`src/rtl/ph_reg3_stream.sv`:
```
// Parasite-side block-transfer sequencer: pulls bytes from a source stream and issues
// single-cycle write strobes into the R3 parasite-to-host FIFO, padding odd blocks in two-byte mode.
module ph_reg3_stream #(
    parameter int          LEN_W      = 16,
    parameter int          SETTLE_CYC = 2,
    parameter logic [7:0]  PAD_BYTE   = 8'h00
) (
    input  logic             p_phi2,
    input  logic             p_rst,
    input  logic             p_start,
    input  logic [LEN_W-1:0] p_length,
    input  logic             p_one_byte,
    input  logic             p_abort,
    input  logic [7:0]       p_src_data,
    input  logic             p_src_valid,
    output logic             p_src_ready,
    input  logic             p_full,
    output logic [7:0]       p_data,
    output logic             p_selectData,
    output logic             p_rdnw,
    output logic             p_busy,
    output logic             p_done,
    output logic [LEN_W-1:0] p_remaining
);

    typedef enum logic [2:0] {
        S_IDLE,
        S_WAIT_SRC,
        S_WAIT_ROOM,
        S_WRITE,
        S_SETTLE,
        S_DONE
    } state_t;

    localparam logic [2:0]     SETTLE_LAST = 3'(SETTLE_CYC - 1);
    localparam logic [LEN_W:0] CNT_ONE     = (LEN_W + 1)'(1);

    state_t           r_state;
    logic [LEN_W:0]   r_cnt;
    logic             r_pad_pending;
    logic [2:0]       r_settle;
    logic [7:0]       r_data;
    logic             r_sel;
    logic             r_rdnw;
    logic             r_busy;
    logic             r_done;

    logic             w_len_zero;
    logic             w_need_pad;
    logic [LEN_W:0]   w_len_ext;
    logic             w_pad_only;

    assign w_len_zero = (p_length == '0);
    assign w_need_pad = p_length[0] & ~p_one_byte;
    // One extra bit so a maximal odd length plus its pad still fits.
    assign w_len_ext  = {1'b0, p_length} + {{LEN_W{1'b0}}, w_need_pad};
    assign w_pad_only = r_pad_pending && (r_cnt == CNT_ONE);

    always_ff @(posedge p_phi2) begin
        if (p_rst) begin
            r_state       <= S_IDLE;
            r_cnt         <= '0;
            r_pad_pending <= 1'b0;
            r_settle      <= '0;
            r_data        <= 8'h00;
            r_sel         <= 1'b0;
            r_rdnw        <= 1'b1;
            r_busy        <= 1'b0;
            r_done        <= 1'b0;
        end else begin
            r_done <= 1'b0;
            r_sel  <= 1'b0;
            r_rdnw <= 1'b1;
            if (p_abort && (r_state != S_IDLE)) begin
                r_state       <= S_IDLE;
                r_busy        <= 1'b0;
                r_cnt         <= '0;
                r_pad_pending <= 1'b0;
            end else begin
                case (r_state)
                    S_IDLE: begin
                        if (p_start) begin
                            if (w_len_zero) begin
                                r_done <= 1'b1;
                            end else begin
                                r_cnt         <= w_len_ext;
                                r_pad_pending <= w_need_pad;
                                r_busy        <= 1'b1;
                                r_state       <= S_WAIT_SRC;
                            end
                        end
                    end
                    S_WAIT_SRC: begin
                        if (w_pad_only) begin
                            r_data        <= PAD_BYTE;
                            r_pad_pending <= 1'b0;
                            r_state       <= S_WAIT_ROOM;
                        end else if (p_src_valid) begin
                            r_data  <= p_src_data;
                            r_state <= S_WAIT_ROOM;
                        end
                    end
                    S_WAIT_ROOM: begin
                        if (!p_full) begin
                            r_sel   <= 1'b1;
                            r_rdnw  <= 1'b0;
                            r_state <= S_WRITE;
                        end
                    end
                    S_WRITE: begin
                        if (r_cnt != '0) begin
                            r_cnt <= r_cnt - CNT_ONE;
                        end
                        r_settle <= '0;
                        r_state  <= S_SETTLE;
                    end
                    S_SETTLE: begin
                        // Give the R3 full flag time to reflect the write just made.
                        if (r_settle == SETTLE_LAST) begin
                            if (r_cnt == '0) begin
                                r_done  <= 1'b1;
                                r_state <= S_DONE;
                            end else begin
                                r_state <= S_WAIT_SRC;
                            end
                        end else begin
                            r_settle <= r_settle + 3'd1;
                        end
                    end
                    S_DONE: begin
                        r_busy  <= 1'b0;
                        r_state <= S_IDLE;
                    end
                    default: begin
                        r_state <= S_IDLE;
                    end
                endcase
            end
        end
    end

    assign p_src_ready  = (r_state == S_WAIT_SRC) && !w_pad_only;
    assign p_data       = r_data;
    assign p_selectData = r_sel;
    assign p_rdnw       = r_rdnw;
    assign p_busy       = r_busy;
    assign p_done       = r_done;
    assign p_remaining  = r_cnt[LEN_W] ? {LEN_W{1'b1}} : r_cnt[LEN_W-1:0];

endmodule

```
`config.mk`:
```
export PLATFORM = sky130hd
export DESIGN_NAME = ph_reg3_stream
export DESIGN_NICKNAME = d
export VERILOG_FILES = /design/src/rtl/ph_reg3_stream.sv
export SDC_FILE = /design/constraint.sdc
export NUM_CORES = 1
export LEC_CHECK = 0
export ABC_AREA = 1
export CORE_MARGIN = 8
export CORE_UTILIZATION = 45
export DETAILED_ROUTE_END_ITERATION = 7
export PLACE_DENSITY = 0.7
export SYNTH_ARGS = -nofsm -noshare
export SYNTH_HDL_FRONTEND = slang
export SYNTH_SLANG_ARGS = --single-unit
```
`constraint.sdc`:
```
create_clock -name p_phi2 -period 1.7 [get_ports p_phi2]
set_input_delay 0.255 -clock p_phi2 [delete_from_list [all_inputs] [get_ports p_phi2]]
set_output_delay 0.255 -clock p_phi2 [all_outputs]
set_load 0.005 [all_outputs]
```
==> results of run 1 <==
## synthesized netlist by cell type (4+ instances only)
library cell,n,share of area
nand2_1,127,0.17
nor2_1,90,0.12
inv_1,59,0.079
nand3_1,49,0.088
dfxtp_1,36,0.26
a21oi_1,20,0.036
o21ai_0,20,0.036
nand4_1,12,0.027
ha_1,6,0.027
nor3_1,5,0.0090
o21ai_1,5,0.0090
xor2_1,5,0.016
buf_6,4,0.016
clkbuf_1,4,0.0054
## routing by layer
metal,vias up,routed length (um),track usage
li1,1776,-,-
met1,1613,3970,0.237
met2,100,4370,0.353
met3,24,518,0.0476
met4,0,314,0.0845
met5,-,0,0
## power by group
part	internal, uW	leakage, uW	switching [uW]
registers	1050	0.000295	151
logic	1710	0.00182	2120
clock network	332	0.0000516	362
## state kept, by name, summed over array words and instances, names as in the netlist
signal	cells
p_busy	1
p_data	8
p_done	1
p_rdnw	1
p_selectData	1
r_cnt	17
r_pad_pending	1
r_settle	3
r_state	3
## critical path: cells and delay by family (launching register included)
kind	cells	cell delay, ps
flops	1	370
buf+inv	2	340
simple gates	1	220
compound gates	1	210
## cells in the final DEF, fill, tap and decap left out, types with 3 or more instances in the layout
cell and n:
nand2_1 125, nor2_1 77, buf_4 69, inv_1 58, nand3_1 48, clkdlybuf4s50_1 42, dfxtp_1 32, a21oi_1 20
o21ai_0 16, dlymetal6s2s_1 13, nor2_2 12, nand4_1 12, o21ai_1 9, ha_1 6, clkbuf_8 6, nor3_1 5
xor2_1 5, nand2_2 4, dfxtp_2 4, nor2_4 3, inv_2 3, nand3_2 3, dlygate4sd2_1 3
## per-stage QoR
stage	setup slack, ps	area (um^2)	hold WS (ps)
after detailed placement	-228	3940	454
after global routing	-42.0	4160	486
after global placement	-202	3940	445
final	11.8	4160	462
after CTS	4.08	4050	465
after floorplan	271	2800	345
## layout make-up
class / instances / area, um^2 / share of cell area
Tap cell: 75 / 93.8 / 0.0225
Sequential cell: 36 / 726 / 0.174
Clock inverter: 2 / 13.8 / 0.00331
Timing Repair Buffer: 131 / 1190 / 0.286
Multi-Input combinational cell: 367 / 1820 / 0.437
Inverter: 62 / 238 / 0.0571
Clock buffer: 6 / 82.6 / 0.0198
## timing repair
item,4_1_cts,5_1_grt
hold buffers,0,0
buffers inserted,1,1
endpoints found under the setup margin,17,38
pin swaps,1,3
resized for setup,7,43
cloned,0,0
## worst paths after layout
path         startpoint          end  slack [ps]
min reg2reg   p_data[4]    p_data[4]         460
max          r_state[1]  p_src_ready          10
max reg2reg  r_state[0]     r_cnt[7]          50
min           p_data[4]    p_data[4]         460
## logic make-up (layout without fill, tap and decap cells)
group	Yosys count	after routing
flops	36	36
simple gates	300	300
buf+inv	73	201
xor+xnor	5	5
fa+ha+maj	6	6
compound gates	56	56
==> run_results.csv, run 1 <==
group,metric,value,unit
pwr,p_per_area,1370,mW/mm^2
detailed_routing,via_per_inst,5.17,
logic_synthesis,ys_seq_area_frac,0.258,
timing,drv_slew,0,
detailed_routing,drtIter0Drc,270,
detailed_routing,drc,0,
global_route,grt_use_total,0.204,
die,fp.dieH,94.8,um
logic_synthesis,synth.area.mux_share,0,
die,num_rows,28,
worst_setup_path,cp_max_fo,5,
cts,clkSlewWorstSetupHoldPaths,80,ps
cts,clock_path_buffers,2,
cts,clkSinkCount,36,
logic_synthesis,syn_nets,513,
die,die_w,94.8,um
die,coreArea,0.00596,mm^2
worst_setup_path,cp.required,1440,ps
timing,relSlewSlack,0.742,
placement,dp_cells,669,
global_route,grt_pass1_wl,14800,um
global_route,grt_start_max_net_pins,21,
worst_setup_path,worstPathCellList,"nor3_2 -> inv_1 -> a31oi_1 -> clkdlybuf4s15_1",
detailed_routing,wl_per_cell,13.5,um
timing,tightest_slew,384,ps
timing,final_hold_viol_count,0,
detailed_routing,drt_first_pass_iters,4,
pwr,irDropWorstVdd,961,uV
die,die-area,0.00899,mm^2
cts,htreeDepth,2,
min_path,min_path_cells,2,
worst_setup_path,cp-end-kind,"primary output",
timing,skew,13.3,ps
worst_setup_path,cp_slowest_stage_delay,370,ps
cts,cts_tree,"built",
cts,cts_buffers,5,
detailed_routing,final_antenna_net_count,0,
global_route,grt_pass1_vias,3256,
global_route,grt_overflow,0,
detailed_routing,wl,9170,um
timing,clock.fmax,592,MHz
logic_synthesis,synth_edf_count,0,
run,cap_violations,0,
worst_setup_path,arrival,1430,ps
pwr,total_power,5720,uW
worst_setup_path,r2r_cells,8,
die,initial_core_util,0.469,
logic_synthesis,syn_avg_cell_area,5.87,um^2
logic_synthesis,yosys_warnings,0,
logic_synthesis,ys_types,36,
logic_synthesis,synth_ff_type,"dfxtp_1",
logic_synthesis,syn_area,0.00280,mm^2
logic_synthesis,ys_async_sr_fraction,0,
cells_and_area,n_fill_cell,554,
cells_and_area,drive_above_1_share,0.202,
detailed_routing,num_vias,3513,
logic_synthesis,synth-compound-area-share,0.113,
min_path,hp-class,"reg -> reg",
cts,clock_latency,300,ps
cells_and_area,utilization,0.699,
cells_and_area,area_growth,48.9,%
pwr,leakagePower,0.00217,uW
cells_and_area,nNetsFinal,640,
timing,rsz0062_at_grt,"yes",
logic_synthesis,yosys.area_share.simple,0.474,
worst_setup_path,crit_slowest_cell,"dfxtp_1",
worst_setup_path,critPathKind,"reg -> out",
logic_synthesis,ys_ff_latch,36,
cells_and_area,antenna_cells,0,
run_status,status,"completed",
placement,hpwlAfterDp,7280,um
placement,gp_congestion,0.919,
timing,finalCriticalPeriod,1690,ps
cts,root_buffer,"clkbuf_8",
timing,setup_tns,0,ps
placement,port_buffers,59,
worst_setup_path,start_kind,"flop",
cells_and_area,stdcell_count,679,
global_route,antenna_found_initial,0,
timing,period_share,0.993,
logic_synthesis,synthAdderAreaFrac,0.0269,
logic_synthesis,synth_top_family_by_area,"simple AND/OR/NAND/NOR gates",
die,io_pins,60,
logic_synthesis,netlist_instances,476,
timing,finalSetupViolations,0,
logic_synthesis,synth-xor-area-share,0.0157,
Power figures use the tool's default switching activity.
==> inputs of run 2 (changes only) <==
--- a/config.mk
+++ b/config.mk
@@ -6,10 +6,12 @@
 export NUM_CORES = 1
 export LEC_CHECK = 0
 export ABC_AREA = 1
+export CELL_PAD_IN_SITES_DETAIL_PLACEMENT = 1
+export CELL_PAD_IN_SITES_GLOBAL_PLACEMENT = 2
 export CORE_MARGIN = 8
-export CORE_UTILIZATION = 45
+export CORE_UTILIZATION = 26
 export DETAILED_ROUTE_END_ITERATION = 7
-export PLACE_DENSITY = 0.7
+export PLACE_DENSITY = 0.78
 export SYNTH_ARGS = -nofsm -noshare
 export SYNTH_HDL_FRONTEND = slang
 export SYNTH_SLANG_ARGS = --single-unit
==> run 2 against run 1 <==
Compared with the run above:
- non-clock buffer count is 11 higher
- largest power group unchanged
- critical endpoint is now p_remaining[4]
- total power is 7.6% higher
- clock skew is 11 ps lower
- highest routed layer unchanged
- critical path type unchanged
- critical path depth stayed put
- via count is 0.43% higher
- flip-flop and latch count stayed put
==> run_results.csv, run 2 (synthesis gave the netlist of run 1 again) <==
group,metric,value,unit
run_status,status,"completed",
cells_and_area,antenna_cells,0,
die,io_pins,60,
pwr,intPower,3320,uW
worst_setup_path,critPathBufInv,3,
die,die-area,0.0143,mm^2
worst_setup_path,critical_path.top_delay_family,"buffers and inverters",
cells_and_area,area_growth,57.8,%
global_route,grt_overflow,0,
worst_setup_path,cp_max_fo,19,
pwr,leakagePower,0.00220,uW
pwr,p_seq_frac,0.200,
global_route,grt_use_total,0.156,
cells_and_area,final_common_cell,"nand2_1",
timing,period_share,0.981,
cells_and_area,nNetsFinal,651,
pwr,p_sw,2830,uW
cts,clock_latency,290,ps
detailed_routing,drtIter0Drc,92,
cells_and_area,utilization,0.414,
worst_setup_path,cp.required,1440,ps
detailed_routing,wl_per_cell,14.8,um
global_route,antenna_found_initial,0,
cells_and_area,largest-register,"r_cnt",
timing,skew,2.58,ps
cells_and_area,n_fill_cell,1420,
cells_and_area,mostFrequentLayoutCells,"nand2_1, buf_4, nor2_1",
pwr,pwr-share-comb,0.671,
timing,finalSetupViolations,0,
timing,relSlewSlack,0.778,
worst_setup_path,cp_slowest_stage_delay,490,ps
cts,clkSinkCount,36,
placement,port_buffers,59,
timing,final_hold_viol_count,0,
timing,drv_slew,0,
detailed_routing,final_antenna_net_count,0,
die,fp.dieH,120,um
min_path,hp-class,"reg -> reg",
detailed_routing,wl,11200,um
cts,ctsHoldBuffers,0,
cts,root_buffer,"clkbuf_8",
pwr,clkPwrFrac,0.129,
pwr,total_power,6150,uW
detailed_routing,drt_first_pass_iters,4,
global_route,grt_pass1_vias,3714,
worst_setup_path,arrival,1410,ps
cells_and_area,largest_reg_flops,17,
placement,hpwlAfterDp,9160,um
global_route,grt_pass1_wl,18400,um
cts,cts_buffers,5,
die,die_w,120,um
worst_setup_path,cp-end-kind,"primary output",
worst_setup_path,worst-path-stages,4,
worst_setup_path,start_kind,"flop",
cts,cts_tree,"built",
detailed_routing,drc,0,
cts,clkSlewWorstSetupHoldPaths,80,ps
min_path,min_path_cells,2,
timing,clock.fmax,600,MHz
worst_setup_path,r2r_cells,9,
detailed_routing,num_vias,3528,
run,cap_violations,0,
pwr,irDropWorstVdd,512,uV
die,num_rows,38,
cts,htreeDepth,2,
die,initial_core_util,0.262,
timing,finalCriticalPeriod,1670,ps
cts,clock_path_buffers,2,
worst_setup_path,worstPathCellList,"inv_2 -> buf_12 -> nand2_1 -> clkdlybuf4s50_1",
worst_setup_path,critPathKind,"reg -> out",
detailed_routing,via_per_inst,4.67,
timing,rsz0062_at_grt,"yes",
worst_setup_path,crit_slowest_cell,"clkdlybuf4s50_1",
cells_and_area,drive_above_1_share,0.247,
die,coreArea,0.0107,mm^2
global_route,grt_start_max_net_pins,21,
placement,gp_congestion,0.806,
pwr,switching_share,0.460,
pwr,p_per_area,1390,mW/mm^2
timing,tightest_slew,331,ps
run 2: cell count changes in the layout (fill, tap and decap cells not counted), moves of 3 or more:
cell / change
buf_4: +10
dfxtp_1: -6
dfxtp_2: +5
dlygate4sd2_1: +3
inv_1: -3
nand2_1: -3
nand2_2: +3
nor2_4: +3
run 2: path summary, 6_finish.rpt:
check                                       to  slack, ps  startpoint
worst max register to register       r_cnt[16]         40    r_cnt[5]
worst max-delay path            p_remaining[4]         30   r_cnt[16]
worst min-delay path                 p_data[6]        460   p_data[6]
worst min register to register       p_data[6]        460   p_data[6]
run 2: worst register-to-register path, delay by kind of cell (launching register included):
| kind | cells | cell delay (ps) |
|---|---|---|
| DFF | 1 | 340 |
| AOI/OAI and AO/OA | 1 | 220 |
| and+or+nand+nor | 7 | 830 |
| buffers and inverters | 1 | 160 |
run 2: power by group through the flow:
stage	Combinational [uW]	Sequential, uW	Clock, uW
2_1_floorplan	1970	1200	0
3_3_place_gp	3850	1180	0
3_5_place_dp	3900	1190	0
4_1_cts	3990	1180	810
5_1_grt	4600	1250	842
6_report	4130	1230	792
run 2: what timing repair did:
action                                  4_1_cts  5_1_grt
resized for setup                            20       62
endpoints found under the setup margin       24       40
pin swaps                                     2        7
buffers inserted                              2        2
run 2: stage by stage:
stage	setup WS, ps	cells	hold WS (ps)	area, um^2	setup TNS, ps
after floorplan	271	476	345	2800	0
after global placement	-243	743	448	4080	-3520
after detailed placement	-309	743	453	4080	-4280
after CTS	-12.7	753	467	4230	-12.7
after global routing	-10.3	755	487	4410	-30.1
final	32.2	755	463	4410	0
run 2: routing by layer:
metal	global-route usage	share of wire	wire length (um)	vias to the layer above
met4	0.0258	0.0071	80	0
met3	0.0348	0.039	437	8
met2	0.282	0.50	5550	54
li1	-	-	-	1793
met5	0	0	0	-
met1	0.188	0.46	5140	1673
run 2: cell type report:
cell class	count	area, um^2	share of cell area
Multi-Input combinational cell	367	1880	0.427
Timing Repair Buffer	142	1260	0.286
Sequential cell	36	736	0.167
Inverter	62	243	0.0550
Tap cell	140	175	0.0397
Clock buffer	5	68.8	0.0156
Clock inverter	3	42.5	0.00965
==> inputs of run 3 (changes only) <==
--- a/config.mk
+++ b/config.mk
@@ -5,13 +5,12 @@
 export SDC_FILE = /design/constraint.sdc
 export NUM_CORES = 1
 export LEC_CHECK = 0
-export ABC_AREA = 1
 export CELL_PAD_IN_SITES_DETAIL_PLACEMENT = 1
 export CELL_PAD_IN_SITES_GLOBAL_PLACEMENT = 2
 export CORE_MARGIN = 8
-export CORE_UTILIZATION = 26
+export CORE_UTILIZATION = 28
 export DETAILED_ROUTE_END_ITERATION = 7
-export PLACE_DENSITY = 0.78
+export PLACE_DENSITY = 0.77
 export SYNTH_ARGS = -nofsm -noshare
 export SYNTH_HDL_FRONTEND = slang
 export SYNTH_SLANG_ARGS = --single-unit
==> run 3 against run 2 <==
Compared with the run above:
- the run now ends with setup timing left
- final cell count shrank 22%
- clock skew up 5.1 ps
- synthesized cell count shrank 32%
- first-iteration DRC count is 86% higher
- register-to-register slack got worse by 320 ps
- total power is 47% lower
- cell area rose by 2.0%
- critical path depth grew 4
- largest cell class unchanged
==> run_results.csv, run 3 <==
group,metric,value,unit
run_status,status,"finished, violations left",
run_status,violations,"setup timing",
timing,final_hold_viol_count,0,
cells_and_area,drive_above_1_share,0.455,
logic_synthesis,syn_area,0.00252,mm^2
die,io_pins,60,
timing,clock.fmax,506,MHz
logic_synthesis,ys_ff_latch,36,
logic_synthesis,synth_edf_count,0,
worst_setup_path,cp_max_fo,5,
logic_synthesis,yosysTopAreaCell,"dfxtp_1",
detailed_routing,drt_first_pass_iters,4,
logic_synthesis,netlist_top_cells_count,"dfxtp_1, a21oi_1, nor2_1",
cts,cts_tree,"built",
cts,clkSlewWorstSetupHoldPaths,80,ps
cts,htreeDepth,2,
logic_synthesis,netlist_top_cells_area,"dfxtp_1, a21oi_1, or2_2",
die,num_rows,34,
detailed_routing,final_antenna_net_count,0,
die,die-area,0.0123,mm^2
cts,root_buffer,"clkbuf_8",
timing,period_share,1.16,
worst_setup_path,cp_slowest_stage_delay,330,ps
detailed_routing,drc,0,
global_route,grt_start_max_net_pins,23,
logic_synthesis,yosys_warnings,0,
die,coreArea,0.00872,mm^2
cts,clock_latency,300,ps
worst_setup_path,crit_slowest_cell,"dfxtp_2",
cells_and_area,largest_reg_flops,17,
timing,hold_ws,466,ps
cells_and_area,nNetsFinal,515,
detailed_routing,wl_per_cell,19.5,um
logic_synthesis,ys_types,57,
cts,cts_buffers,5,
die,die_w,111,um
run,cap_violations,0,
pwr,leakagePower,0.00184,uW
global_route,grt_pass1_vias,3407,
worst_setup_path,critPathKind,"reg -> reg",
timing,finalCriticalPeriod,1980,ps
logic_synthesis,ys_async_sr_fraction,0,
pwr,clkPwrFrac,0.209,
global_route,grt_overflow,0,
pwr,intPower,2060,uW
die,fp.dieH,111,um
global_route,grt_use_total,0.174,
logic_synthesis,yosysMostFrequentCell,"dfxtp_1",
logic_synthesis,syn_nets,362,
logic_synthesis,netlist.area_leader.share,0.286,
pwr,irDropWorstVdd,298,uV
cts,ctsHoldBuffers,0,
worst_setup_path,start_kind,"flop",
detailed_routing,wl,11400,um
cells_and_area,antenna_cells,0,
timing,rsz0062_at_grt,"yes",
worst_setup_path,cpMostUsedCell,"buf_6",
die,initial_core_util,0.289,
cells_and_area,area_growth,78.5,%
pwr,p_seq_frac,0.293,
pwr,pwr-share-comb,0.498,
cells_and_area,stdcell_count,587,
placement,hpwlAfterDp,7850,um
detailed_routing,via_per_inst,5.45,
cts,clkSinkCount,36,
timing,layout_setup_ws,-278,ps
logic_synthesis,ys_seq_area_frac,0.286,
logic_synthesis,synth_ff_type,"dfxtp_1",
worst_setup_path,cp-end-kind,"flop",
cts,clock_path_buffers,2,
pwr,p_sw,1210,uW
timing,tightest_slew,423,ps
logic_synthesis,syn_avg_cell_area,7.75,um^2
placement,dp_cells,562,
cells_and_area,final_common_cell,"buf_4",
detailed_routing,num_vias,3200,
placement,gp_congestion,0.847,
timing,drv_slew,0,
pwr,switching_share,0.369,
cells_and_area,largest-register,"r_cnt",
pwr,p_per_area,727,mW/mm^2
cells_and_area,mostFrequentLayoutCells,"buf_4, dfxtp_1, a21oi_1",
min_path,hp-class,"reg -> reg",
timing,skew,7.64,ps
logic_synthesis,netlist_instances,325,
worst_setup_path,arrival,2170,ps
worst_setup_path,cp.required,1900,ps
worst_setup_path,worstPathCellList,"nor4_2 -> buf_4 -> buf_6 -> nand4_1 -> a32oi_4 -> buf_6 -> nor2_4 -> a32o_1",
timing,relSlewSlack,0.715,
detailed_routing,drtIter0Drc,171,
global_route,antenna_found_initial,0,
placement,port_buffers,59,
timing,finalSetupViolations,24,
global_route,grt_pass1_wl,17800,um
==> run 3: final cells by class <==
cell class,instances,area [um^2]
clock inverter,1,7.51
sequential,36,729
inverter,6,22.5
tap,108,135
clock buffer,7,86.3
timing repair buffer,168,1450
multi-input combinational,261,2070
fill,1037,4220
==> run 3: power groups by stage <==
stage                     sequential, uW  combinational [uW]  clock [uW]
after floorplan                      987                 573           0
after global placement               968                1260           0
after detailed placement             970                1290           0
after CTS                            954                1490         686
after global routing                 963                1740         731
final                                957                1630         681
==> run 3: timing repair <==
item                                    CTS  global route
gates cloned                              1             0
pin swaps                                25            15
endpoints found under the setup margin   53            37
gates resized for setup                 113            47
setup buffers                            11             6
==> run 3: worst paths after layout <==
kind | slack (ps) | startpoint | cells after the start | endpoint
max reg2reg | -280 | r_cnt[4] | 8 | r_cnt[12]
min | 470 | p_data[7] | 2 | p_data[7]
max | -280 | r_cnt[4] | 8 | r_cnt[12]
min reg2reg | 470 | p_data[7] | 2 | p_data[7]
==> run 3: critical path: cells and delay by family, from the launching register on <==
| kind | cells | cell delay, ps |
|---|---|---|
| compound gates | 2 | 520 |
| buf+inv | 3 | 490 |
| flops | 1 | 330 |
| simple gates | 3 | 520 |
==> run 3: stage by stage <==
stage	power [uW]	setup TNS [ps]	setup slack, ps	instance area [um^2]	util
after floorplan	1560	-459	-94.6	2590	-
after global placement	2230	-11740	-583	3870	0.444
after detailed placement	2260	-13120	-679	3870	0.444
after CTS	3130	-3540	-254	4300	0.493
after global routing	3430	-7190	-382	4500	0.516
final	3270	-4590	-278	4500	0.516
==> run 3: logic make-up after synthesis <==
group,share of synthesized area
AOI/OAI and AO/OA,0.248
xor gates and xnor gates,0.0382
buffers and inverters,0.0501
adders and majority gates,0.0298
and+or+nand+nor,0.348
DFF,0.286
==> run 3: per-layer routing <==
metal  routed length (um)  global-route usage  vias up  share of wire
li1                     -                   -     1522              -
met1                 4800               0.201     1561           0.42
met2                 5820               0.310       91           0.51
met3                  546              0.0373       26          0.048
met4                  261              0.0568        0          0.023
met5                    0                   0        -              0
